**src/rtl/iter_decoder_if.sv**
```systemverilog
// Valid/ready block stream and key-write bus for iter_decoder.
// master = producer/sink side, slave = decoder core.
interface iter_decoder_if #(
  parameter int KA_W = 2
);
  logic            in_valid;
  logic            in_ready;
  logic [15:0]     in_data;
  logic            out_valid;
  logic            out_ready;
  logic [15:0]     out_data;
  logic            key_we;
  logic [KA_W-1:0] key_addr;
  logic [15:0]     key_wdata;
  logic            key_err;

  modport master (
    output in_valid, in_data, out_ready, key_we, key_addr, key_wdata,
    input  in_ready, out_valid, out_data, key_err
  );

  modport slave (
    input  in_valid, in_data, out_ready, key_we, key_addr, key_wdata,
    output in_ready, out_valid, out_data, key_err
  );
endinterface

```
**src/rtl/iter_decoder.sv**
```systemverilog
// Iterative NUM_ROUNDS-round decryptor for the 16-bit nibble cipher (S-AES style inverse ops).
// Optional input whitening is enabled by defining DEC_WHITEN_EN.
module iter_decoder #(
  parameter int NUM_ROUNDS = 4,
  parameter int KA_W       = (NUM_ROUNDS > 1) ? $clog2(NUM_ROUNDS) : 1
) (
  input  logic          clk,
  input  logic          rst,
  iter_decoder_if.slave bus,
  output logic          busy
`ifdef DEC_WHITEN_EN
  ,
  input  logic [15:0]   whiten_key
`endif
);

  typedef enum logic [1:0] {IDLE, RUN, DONE} state_e;

  localparam logic [KA_W-1:0] LAST_RND = KA_W'(NUM_ROUNDS - 1);

  state_e          state_q, state_d;
  logic [15:0]     data_q, data_d;
  logic [KA_W-1:0] rnd_q, rnd_d;
  logic            key_err_q;
  logic [15:0]     key_q [NUM_ROUNDS];

  logic [31:0]     addr_ext;
  logic            addr_ok;
  logic            key_wr_ok;
  logic [KA_W-1:0] key_idx;
  logic [15:0]     load_val;
  logic [15:0]     mc_out, sr_out, sb_out, round_out;

  // GF(2^4) arithmetic, field polynomial x^4 + x + 1
  function automatic logic [3:0] gf_mul2(input logic [3:0] a);
    return {a[2:0], 1'b0} ^ {2'b00, a[3], a[3]};
  endfunction

  function automatic logic [3:0] gf_mul9(input logic [3:0] a);
    return gf_mul2(gf_mul2(gf_mul2(a))) ^ a;
  endfunction

  // Inverse mix-columns: each column (two nibbles) times [9 2; 2 9]
  function automatic logic [15:0] reverse_mc(input logic [15:0] s);
    return {gf_mul9(s[15:12]) ^ gf_mul2(s[11:8]),
            gf_mul2(s[15:12]) ^ gf_mul9(s[11:8]),
            gf_mul9(s[7:4])   ^ gf_mul2(s[3:0]),
            gf_mul2(s[7:4])   ^ gf_mul9(s[3:0])};
  endfunction

  function automatic logic [15:0] shiftrow(input logic [15:0] s);
    return {s[15:12], s[3:0], s[7:4], s[11:8]};
  endfunction

  function automatic logic [3:0] r_box(input logic [3:0] n);
    logic [3:0] r;
    case (n)
      4'h0: r = 4'hA;  4'h1: r = 4'h5;  4'h2: r = 4'h9;  4'h3: r = 4'hB;
      4'h4: r = 4'h1;  4'h5: r = 4'h7;  4'h6: r = 4'h8;  4'h7: r = 4'hF;
      4'h8: r = 4'h6;  4'h9: r = 4'h0;  4'hA: r = 4'h2;  4'hB: r = 4'h3;
      4'hC: r = 4'hC;  4'hD: r = 4'h4;  4'hE: r = 4'hD;  default: r = 4'hE;
    endcase
    return r;
  endfunction

  assign mc_out = reverse_mc(data_q);
  assign sr_out = shiftrow(mc_out);

  for (genvar gi = 0; gi < 4; gi++) begin : g_rbox
    assign sb_out[4*gi +: 4] = r_box(sr_out[4*gi +: 4]);
  end

  // Keys are consumed last-to-first
  assign key_idx   = LAST_RND - rnd_q;
  assign round_out = sb_out ^ key_q[key_idx];

`ifdef DEC_WHITEN_EN
  assign load_val = bus.in_data ^ whiten_key;
`else
  assign load_val = bus.in_data;
`endif

  assign addr_ext  = 32'(bus.key_addr);
  assign addr_ok   = addr_ext < 32'(NUM_ROUNDS);
  assign key_wr_ok = bus.key_we && (state_q == IDLE) && addr_ok;

  always_ff @(posedge clk) begin
    if (rst) begin
      for (int i = 0; i < NUM_ROUNDS; i++) key_q[i] <= '0;
    end else if (key_wr_ok) begin
      for (int i = 0; i < NUM_ROUNDS; i++) begin
        if (addr_ext == 32'(i)) key_q[i] <= bus.key_wdata;
      end
    end
  end

  always_ff @(posedge clk) begin
    if (rst) begin
      state_q   <= IDLE;
      data_q    <= '0;
      rnd_q     <= '0;
      key_err_q <= 1'b0;
    end else begin
      state_q   <= state_d;
      data_q    <= data_d;
      rnd_q     <= rnd_d;
      key_err_q <= bus.key_we && !key_wr_ok;
    end
  end

  always_comb begin
    state_d = state_q;
    data_d  = data_q;
    rnd_d   = rnd_q;
    case (state_q)
      IDLE: begin
        if (bus.in_valid) begin
          data_d  = load_val;
          rnd_d   = '0;
          state_d = RUN;
        end
      end
      RUN: begin
        data_d = round_out;
        // Leave at the last round so rnd never wraps
        if (rnd_q == LAST_RND) begin
          rnd_d   = '0;
          state_d = DONE;
        end else begin
          rnd_d = rnd_q + KA_W'(1);
        end
      end
      DONE: begin
        if (bus.out_ready) state_d = IDLE;
      end
      default: state_d = IDLE;
    endcase
  end

  assign bus.in_ready  = (state_q == IDLE);
  assign bus.out_valid = (state_q == DONE);
  assign bus.out_data  = data_q;
  assign bus.key_err   = key_err_q;
  assign busy          = (state_q == RUN) || (state_q == DONE);

endmodule

```
**src/flat_wrapper.sv**
```systemverilog
// flat-port wrapper written by rule: the top's interface ports become plain ports
module iter_decoder_flat 
#(
  parameter int NUM_ROUNDS = 4,
  parameter int KA_W       = (NUM_ROUNDS > 1) ? $clog2(NUM_ROUNDS) : 1
)
  (clk, rst, busy, bus_in_valid, bus_in_data, bus_out_ready, bus_key_we, bus_key_addr, bus_key_wdata, bus_in_ready, bus_out_valid, bus_out_data, bus_key_err);
  iter_decoder_if #(.KA_W(KA_W)) bus_i ();
  input  logic clk;
  input  logic rst;
  output logic busy;
  input wire logic [$bits(bus_i.in_valid)-1:0] bus_in_valid;
  input wire logic [$bits(bus_i.in_data)-1:0] bus_in_data;
  input wire logic [$bits(bus_i.out_ready)-1:0] bus_out_ready;
  input wire logic [$bits(bus_i.key_we)-1:0] bus_key_we;
  input wire logic [$bits(bus_i.key_addr)-1:0] bus_key_addr;
  input wire logic [$bits(bus_i.key_wdata)-1:0] bus_key_wdata;
  output wire logic [$bits(bus_i.in_ready)-1:0] bus_in_ready;
  output wire logic [$bits(bus_i.out_valid)-1:0] bus_out_valid;
  output wire logic [$bits(bus_i.out_data)-1:0] bus_out_data;
  output wire logic [$bits(bus_i.key_err)-1:0] bus_key_err;
  assign bus_i.in_valid = bus_in_valid;
  assign bus_i.in_data = bus_in_data;
  assign bus_i.out_ready = bus_out_ready;
  assign bus_i.key_we = bus_key_we;
  assign bus_i.key_addr = bus_key_addr;
  assign bus_i.key_wdata = bus_key_wdata;
  assign bus_in_ready = bus_i.in_ready;
  assign bus_out_valid = bus_i.out_valid;
  assign bus_out_data = bus_i.out_data;
  assign bus_key_err = bus_i.key_err;
  iter_decoder #(.NUM_ROUNDS(NUM_ROUNDS), .KA_W(KA_W)) u_core (.clk(clk), .rst(rst), .bus(bus_i), .busy(busy));
endmodule
```
**config.mk**
```make
export PLATFORM = sky130hd
export DESIGN_NAME = iter_decoder_flat
export DESIGN_NICKNAME = d
export VERILOG_FILES = /design/src/rtl/iter_decoder_if.sv /design/src/rtl/iter_decoder.sv /design/src/flat_wrapper.sv
export SDC_FILE = /design/constraint.sdc
export NUM_CORES = 1
export LEC_CHECK = 0
export CAP_MARGIN = 10
export CORE_MARGIN = 8
export CORE_UTILIZATION = 52
export DETAILED_ROUTE_END_ITERATION = 8
export HOLD_SLACK_MARGIN = 0.15
export MAX_ROUTING_LAYER = met4
export PLACE_DENSITY = 0.77
export SETUP_SLACK_MARGIN = 0.5
export SYNTH_ARGS = -nofsm -noshare
export SYNTH_HDL_FRONTEND = slang
export SYNTH_SLANG_ARGS = --single-unit
```
**constraint.sdc**
```tcl
create_clock -name clk -period 2.6 [get_ports clk]
set_clock_uncertainty 0.2 [all_clocks]
set_input_delay 0.39 -clock clk [delete_from_list [all_inputs] [get_ports clk]]
set_output_delay 0.39 -clock clk [all_outputs]
set_load 0.03 [all_outputs]
```
# After elaboration in Yosys (flattened, before gate mapping)
# Memories as Yosys holds them, arrays and structs flattened.
# Index checks and enable logic that the tools add are counted.
[classes] n_mux=31 add_sub_neg=2 n_shift=0 multipliers=0 bitwise_logic=25 magnitude_cmp=1 reduce_logical=10 div=0 n_eq_ne=9
[op_table] op="16-bit 2-to-1 mux" count=5
[op_table] op="4-bit by 2-bit bitwise XOR with 4-bit output" count=12
[op_table] op="32-bit logical NOT" count=1
[op_table] op="16-bit one-hot mux with 2 select lines" count=1
[op_table] op="4-bit bitwise XOR" count=8
[op_table] op="1-bit 2-to-1 mux" count=18
[op_table] op="16-bit bitwise XOR" count=1
[op_table] op="2-bit 2-to-1 mux" count=5
[op_table] op="2-bit equality test, second input constant" count=4
[op_table] op="2-bit one-hot mux with 3 select lines" count=1
[op_table] op="2-bit by 1-bit equality test with 1-bit output, second input constant" count=2
[op_table] op="2-bit inequality test, second input constant" count=2
[op_table] op="1-bit OR" count=4
[op_table] op="2-bit one-hot mux with 2 select lines" count=1
[op_table] op="1-bit logical AND" count=3
[op_table] op="2-bit by 3-bit < comparator with 1-bit output, second input constant" count=1
[op_table] op="3-bit AND reduction" count=1
[op_table] op="2-bit by 1-bit adder with 2-bit output, second input constant" count=1
[op_table] op="2-bit logical NOT" count=1
[op_table] op="2-bit by 1-bit inequality test with 1-bit output, second input constant" count=1
[op_table] op="2-bit AND reduction" count=1
[op_table] op="2-bit nonzero test" count=1
[op_table] op="2-bit subtractor, first input constant" count=1
[op_table] op="1-bit logical NOT" count=1
[op_table] op="1-bit logical OR" count=1
[word_totals] mem_count=5 out_inout_bits=20 elab_cells=87 rom_bits=256 mem_bits_rw=64 latchBits=0 input_bits=39 regBits=21
[memory_table] name="(no name shown)" depth=16 width=4 read_ports=1 rd_ports_with_merged_regs=0 write_ports=0 line_no="iter_decoder.sv:57" rtl="case (n)"
[memory_table] name="(no name shown)" depth=16 width=4 read_ports=1 rd_ports_with_merged_regs=0 write_ports=0 line_no="iter_decoder.sv:57"
[memory_table] name="(no name shown)" depth=16 width=4 read_ports=1 rd_ports_with_merged_regs=0 write_ports=0 line_no="iter_decoder.sv:57"
[memory_table] name="(no name shown)" depth=16 width=4 read_ports=1 rd_ports_with_merged_regs=0 write_ports=0 line_no="iter_decoder.sv:57"
[memory_table] name="u_core.key_q" depth=4 width=16 read_ports=1 rd_ports_with_merged_regs=0 write_ports=4 line_no="iter_decoder.sv:25" rtl="logic [15:0] key_q [NUM_ROUNDS];"

# Logic depth before layout (Yosys ltp)
# Gate-level depths: netlist (run 1).
# An unclocked memory read counts as a cell.
[logic_depth] depth_word=8 mapped_depth=10

# Worst setup path before layout (run 1)
# Ideal clock, no wire load.
[synth_timing] path_kind="reg-to-reg" startpoint="register u_core.state_q[0]" endpoint="memory u_core.key_q[1][0], enable pin" required_time_ns=1.989 stages_incl_launch_ff=6 synth_period_minus_slack_ns=2.912 setup_slack_ns=-0.312 path_buffers=1 t_arrival_ns=2.301 cell_sequence="dfxtp_1 > inv_1 > ha_1 > buf_2 > nand3b_1 > o21ai_0"
[synth_lines] item="from (decl)" line_no="iter_decoder.sv:21" rtl="state_e state_q, state_d;"
[synth_lines] item="from (signal assigned)" line_no="iter_decoder.sv:104" rtl="state_q <= state_d;"
[synth_lines] item="to (decl)" line_no="iter_decoder.sv:25"

# Worst setup path in the final report (run 1)
[layout_timing] startpoint="register u_core.data_q[0], in the netlist u_core.bus.out_data[0]" endpoint="register u_core.data_q[4], in the netlist u_core.bus.out_data[4]"
[layout_via] elab_chain_len=5
[layout_rtl] item="from (decl)" line_no="iter_decoder.sv:22" rtl="logic [15:0] data_q, data_d;"
[layout_rtl] item="from (signal assigned)" line_no="iter_decoder.sv:105" rtl="data_q <= data_d;"
[layout_rtl] item="4-bit by 2-bit bitwise XOR with 4-bit output" line_no="iter_decoder.sv:36" rtl="return {a[2:0], 1'b0} ^ {2'b00, a[3], a[3]};"
[layout_rtl] item="4-bit bitwise XOR" line_no="iter_decoder.sv:47" rtl="gf_mul9(s[7:4]) ^ gf_mul2(s[3:0]),"
[layout_rtl] item="memory read 16 x 4 bit"
[layout_rtl] item="16-bit bitwise XOR" line_no="iter_decoder.sv:75" rtl="assign round_out = sb_out ^ key_q[key_idx];"
[layout_rtl] item="16-bit one-hot mux with 2 select lines" line_no="iter_decoder.sv:115" rtl="case (state_q)"
# Every way passes these cells.
# A chain may end at the register's enable or synchronous reset.

==> impl_metrics.env, run 1 <==
export IMPL_dieArea_um2=13700
export IMPL_post_route_min_period_ns=2.22
export IMPL_nNetsFinal=622
export IMPL_drt_wl_total_um=13500
export IMPL_port_buffers=58
export IMPL_grt_pass1_wl_um=20100
export IMPL_ys_seq_area_frac=0.440
export IMPL_drtPass1Iterations=5
export IMPL_holdWs_ns=0.355
export IMPL_antenna_found_initial=0
export IMPL_crit_arrival_ns=2.28
export IMPL_setup_slack_ns=0.382
export IMPL_syn_to_final_growth_pct=34.0
export IMPL_setup_tns_ns=0
export IMPL_synth_area_leaders="edfxtp_1 36%, mux4_2 8.5%, dfxtp_1 7.9%"
export IMPL_outcome="completed"
export IMPL_dpl_cell_count=630
export IMPL_crit_path_max_incr_delay_ns=0.49
export IMPL_dpl_hpwl_um=8650
export IMPL_report_final_slew_viol_count=0
export IMPL_cp_num_buf_inv=1
export IMPL_fmax_mhz=451
export IMPL_cts_sinks=85
export IMPL_rsz0062_at_grt="yes"
export IMPL_io_pins=59
export IMPL_r2r_start="u_core.bus.out_data[0]"
export IMPL_hold_path_class="reg -> reg"
export IMPL_wl_per_cell_um=19.6
export IMPL_cts_buffers=9
export IMPL_synthArstFlopShare=0
export IMPL_synth_edf_count=64
export IMPL_viasPerCell=5.74
export IMPL_tightest_slew_ns=0.574
export IMPL_antenna_left=0
export IMPL_drive_above_1_share=0.336
export IMPL_cts_max_level=3
export IMPL_post_route_period_util=0.853
export IMPL_grt_start_max_net_pins=22
export IMPL_final_hold_violation_count=0
export IMPL_syn_area_per_cell_um2=12.0
export IMPL_die_width_um=117
export IMPL_synth_top_area_frac=0.361
export IMPL_synth_cell_types=55
export IMPL_core_um2=10100
export IMPL_grt_pass1_vias=4075
export IMPL_worstSetupPathType="reg -> reg"
export IMPL_powerDensity_nw_per_um2=1490
export IMPL_synth_main_ff_cell="edfxtp_1"
export IMPL_vias=3972
export IMPL_crit_slowest_cell="mux4_2"
export IMPL_critical_path_top_delay_family="XOR/XNOR gates"
export IMPL_gp_congestion=0.860
export IMPL_post_synth_top_area_cell="edfxtp_1"
export IMPL_fin_area_um2=7130
export IMPL_clock_root_buffer="clkbuf_8"
export IMPL_reg2reg_slack_ns=0.38
export IMPL_setup_viol=0
export IMPL_cts_tree="built"
export IMPL_cp_max_fo=4
export IMPL_cts_hold_buf=0
export IMPL_ff2ff_path_depth=7
export IMPL_p_leak_uw=0.00275
export IMPL_peakVddDrop_uv=814
export IMPL_synth_nets=514
export IMPL_ys_seq_elements=85
export IMPL_min_path_cells=2
export IMPL_drt_iter0_markers=269
export IMPL_synthesis_area_um2=5320
export IMPL_cts_max_path_buffers=2
export IMPL_worstHoldStart="u_core.state_q[1]"
export IMPL_grt_usage=0.200
export IMPL_end_kind="flip-flop"
export IMPL_rows=37
export IMPL_regToRegEndpoint="u_core.bus.out_data[4]"
export IMPL_place_area_um2=6280
export IMPL_drc=0
export IMPL_fin_cells=692
export IMPL_insertion_delay_ns=0.35
export IMPL_die_h_um=117
export IMPL_grt_overflow=0
export IMPL_place_ws_ns=0.0983
export IMPL_fillers=689
export IMPL_clkSlewWorstSetupHoldPaths_ns=0.10
export IMPL_initial_core_util=0.525
export IMPL_hold_end="u_core.state_q[1]"
export IMPL_cap_violations=0
export IMPL_max_slew_margin=0.617
export IMPL_cp_cell_sequence="xnor2_4, xor2_4, inv_2, ha_2, mux4_2, xnor2_1, o32ai_1"
export IMPL_startpoint_type="flip-flop"
export IMPL_synth_cells=443
export IMPL_critical_path_required_ns=2.66
export IMPL_yosysWarnings=0
export IMPL_antenna_cells=0
## timing repair
item / CTS / global route
pin swaps: 24 / 24
endpoints found under the setup margin: 72 / 102
gates resized for setup: 33 / 30
setup buffers: 31 / 15
## sequential cells by signal (all words and copies together), names as in the netlist
register             flops
u_core.key_q            64
u_core.bus.out_data     16
u_core.rnd_q             2
u_core.state_q           2
u_core.bus.key_err       1
## cell usage in the layout (no fill, tap or decap), types with 4 or more instances in the layout
| cell type | n |
|---|---|
| a21oi_1 | 14 |
| and2_1 | 65 |
| buf_12 | 4 |
| buf_4 | 64 |
| clkbuf_8 | 9 |
| clkdlybuf4s50_1 | 49 |
| dfxtp_1 | 5 |
| dfxtp_4 | 16 |
| dlygate4sd2_1 | 4 |
| edfxtp_1 | 64 |
| ha_1 | 23 |
| ha_2 | 5 |
| ha_4 | 4 |
| inv_1 | 13 |
| inv_2 | 10 |
| mux2i_1 | 16 |
| mux4_2 | 20 |
| nand2_1 | 14 |
| nand2b_1 | 5 |
| nand3b_1 | 4 |
| nor2_1 | 6 |
| nor4b_1 | 4 |
| o21ai_0 | 5 |
| o21ai_4 | 4 |
| o221ai_1 | 13 |
| or4_1 | 4 |
| xnor2_1 | 10 |
| xnor2_2 | 4 |
| xnor2_4 | 11 |
| xor2_4 | 5 |
## Yosys cell counts (2+ instances only)
cell type,n
a21oi_1,15
a221o_1,2
a22o_1,2
a22oi_1,3
a31oi_1,3
a32oi_1,3
and2_1,65
and3_1,3
buf_2,10
buf_4,5
clkbuf_1,14
dfxtp_1,21
edfxtp_1,64
ha_1,32
inv_1,21
inv_2,2
mux2i_1,17
mux4_2,20
nand2_1,15
nand2b_1,5
nand3_1,5
nand3b_1,4
nand4b_1,3
nor2_1,8
nor3_1,4
nor4_1,2
nor4b_1,4
nor4bb_1,3
o211ai_1,3
o21a_1,2
o21ai_0,9
o21ai_1,3
o221ai_1,13
o22ai_1,3
or2_0,2
or2_2,2
or3_1,3
or4_1,4
xnor2_1,19
xnor2_2,2
xnor2_4,4
xor2_1,5
xor2_2,2
## metrics by stage
stage / util / power [uW]
after floorplan: - / 6460
after global placement: 0.619 / 7560
after detailed placement: 0.619 / 7770
after CTS: 0.676 / 9780
after global routing: 0.703 / 11300
final: 0.703 / 10600
## worst min-delay path, delay by kind of cell (launching register included)
family	cells	cell delay, ns
AND/OR/NAND/NOR	1	0.06
multiplexers	1	0.12
flip-flops	1	0.34
## logic make-up (layout without fill, tap and decap cells)
group / count (synthesis) / after routing / synth area share
mux: 37 / 37 / 0.117
simple gates: 136 / 136 / 0.155
flops: 85 / 85 / 0.440
buf+inv: 54 / 167 / 0.0475
compound gates: 66 / 66 / 0.0877
fa+ha+maj: 32 / 32 / 0.0753
xor+xnor: 33 / 33 / 0.0776
## worst max-delay path by stage
| stage | start | end | depth (start not counted) |
|---|---|---|---|
| 2_1_floorplan | u_core.bus.out_data[6] | u_core.bus.out_data[4] | 8 |
| 3_3_place_gp | bus_key_addr[1] | u_core.key_q[0][13] | 4 |
| 3_5_place_dp | u_core.bus.out_data[6] | u_core.bus.out_data[4] | 7 |
| 4_1_cts | u_core.state_q[0] | u_core.key_q[1][12] | 5 |
| 5_1_grt | u_core.bus.out_data[0] | u_core.bus.out_data[4] | 7 |
| 6_report | u_core.bus.out_data[0] | u_core.bus.out_data[4] | 7 |
## power breakdown
group / internal (uW) / total [uW] / switching (uW)
logic: 3810 / 7640 / 3830
clock network: 361 / 879 / 518
registers: 1780 / 2100 / 322
## per-layer routing
metal | global-route usage | up-vias | routed length, um
met5 | - | - | 0
met2 | 0.334 | 140 | 7040
met3 | 0.0344 | 17 | 726
met1 | 0.234 | 1990 | 5550
li1 | - | 1825 | -
met4 | 0.0845 | 0 | 210
## cell type report
cell class                      count  area [um2]  share of cell area
Sequential cell                    85        2400               0.337
Clock inverter                      7        57.6             0.00807
Tap cell                          136         170              0.0239
Inverter                           23        86.3              0.0121
Timing Repair Buffer              128        1160               0.162
Clock buffer                        9         124              0.0174
Multi-Input combinational cell    304        3130               0.439
(Power assumes the default switching activity.)
==> inputs of run 2 (changes only) <==
- CAP_MARGIN: 10 -> default
- CTS_CLUSTER_DIAMETER: default -> 60
==> results of run 2 <==
Same layout as run 1: the final DEF is identical, and so are final timing and power.
==> inputs of run 3 (changes only) <==
- ABC_CLOCK_PERIOD_IN_PS: default -> 2600
==> results of run 3 <==
Same layout as run 1: the final DEF is identical, and so are final timing and power.
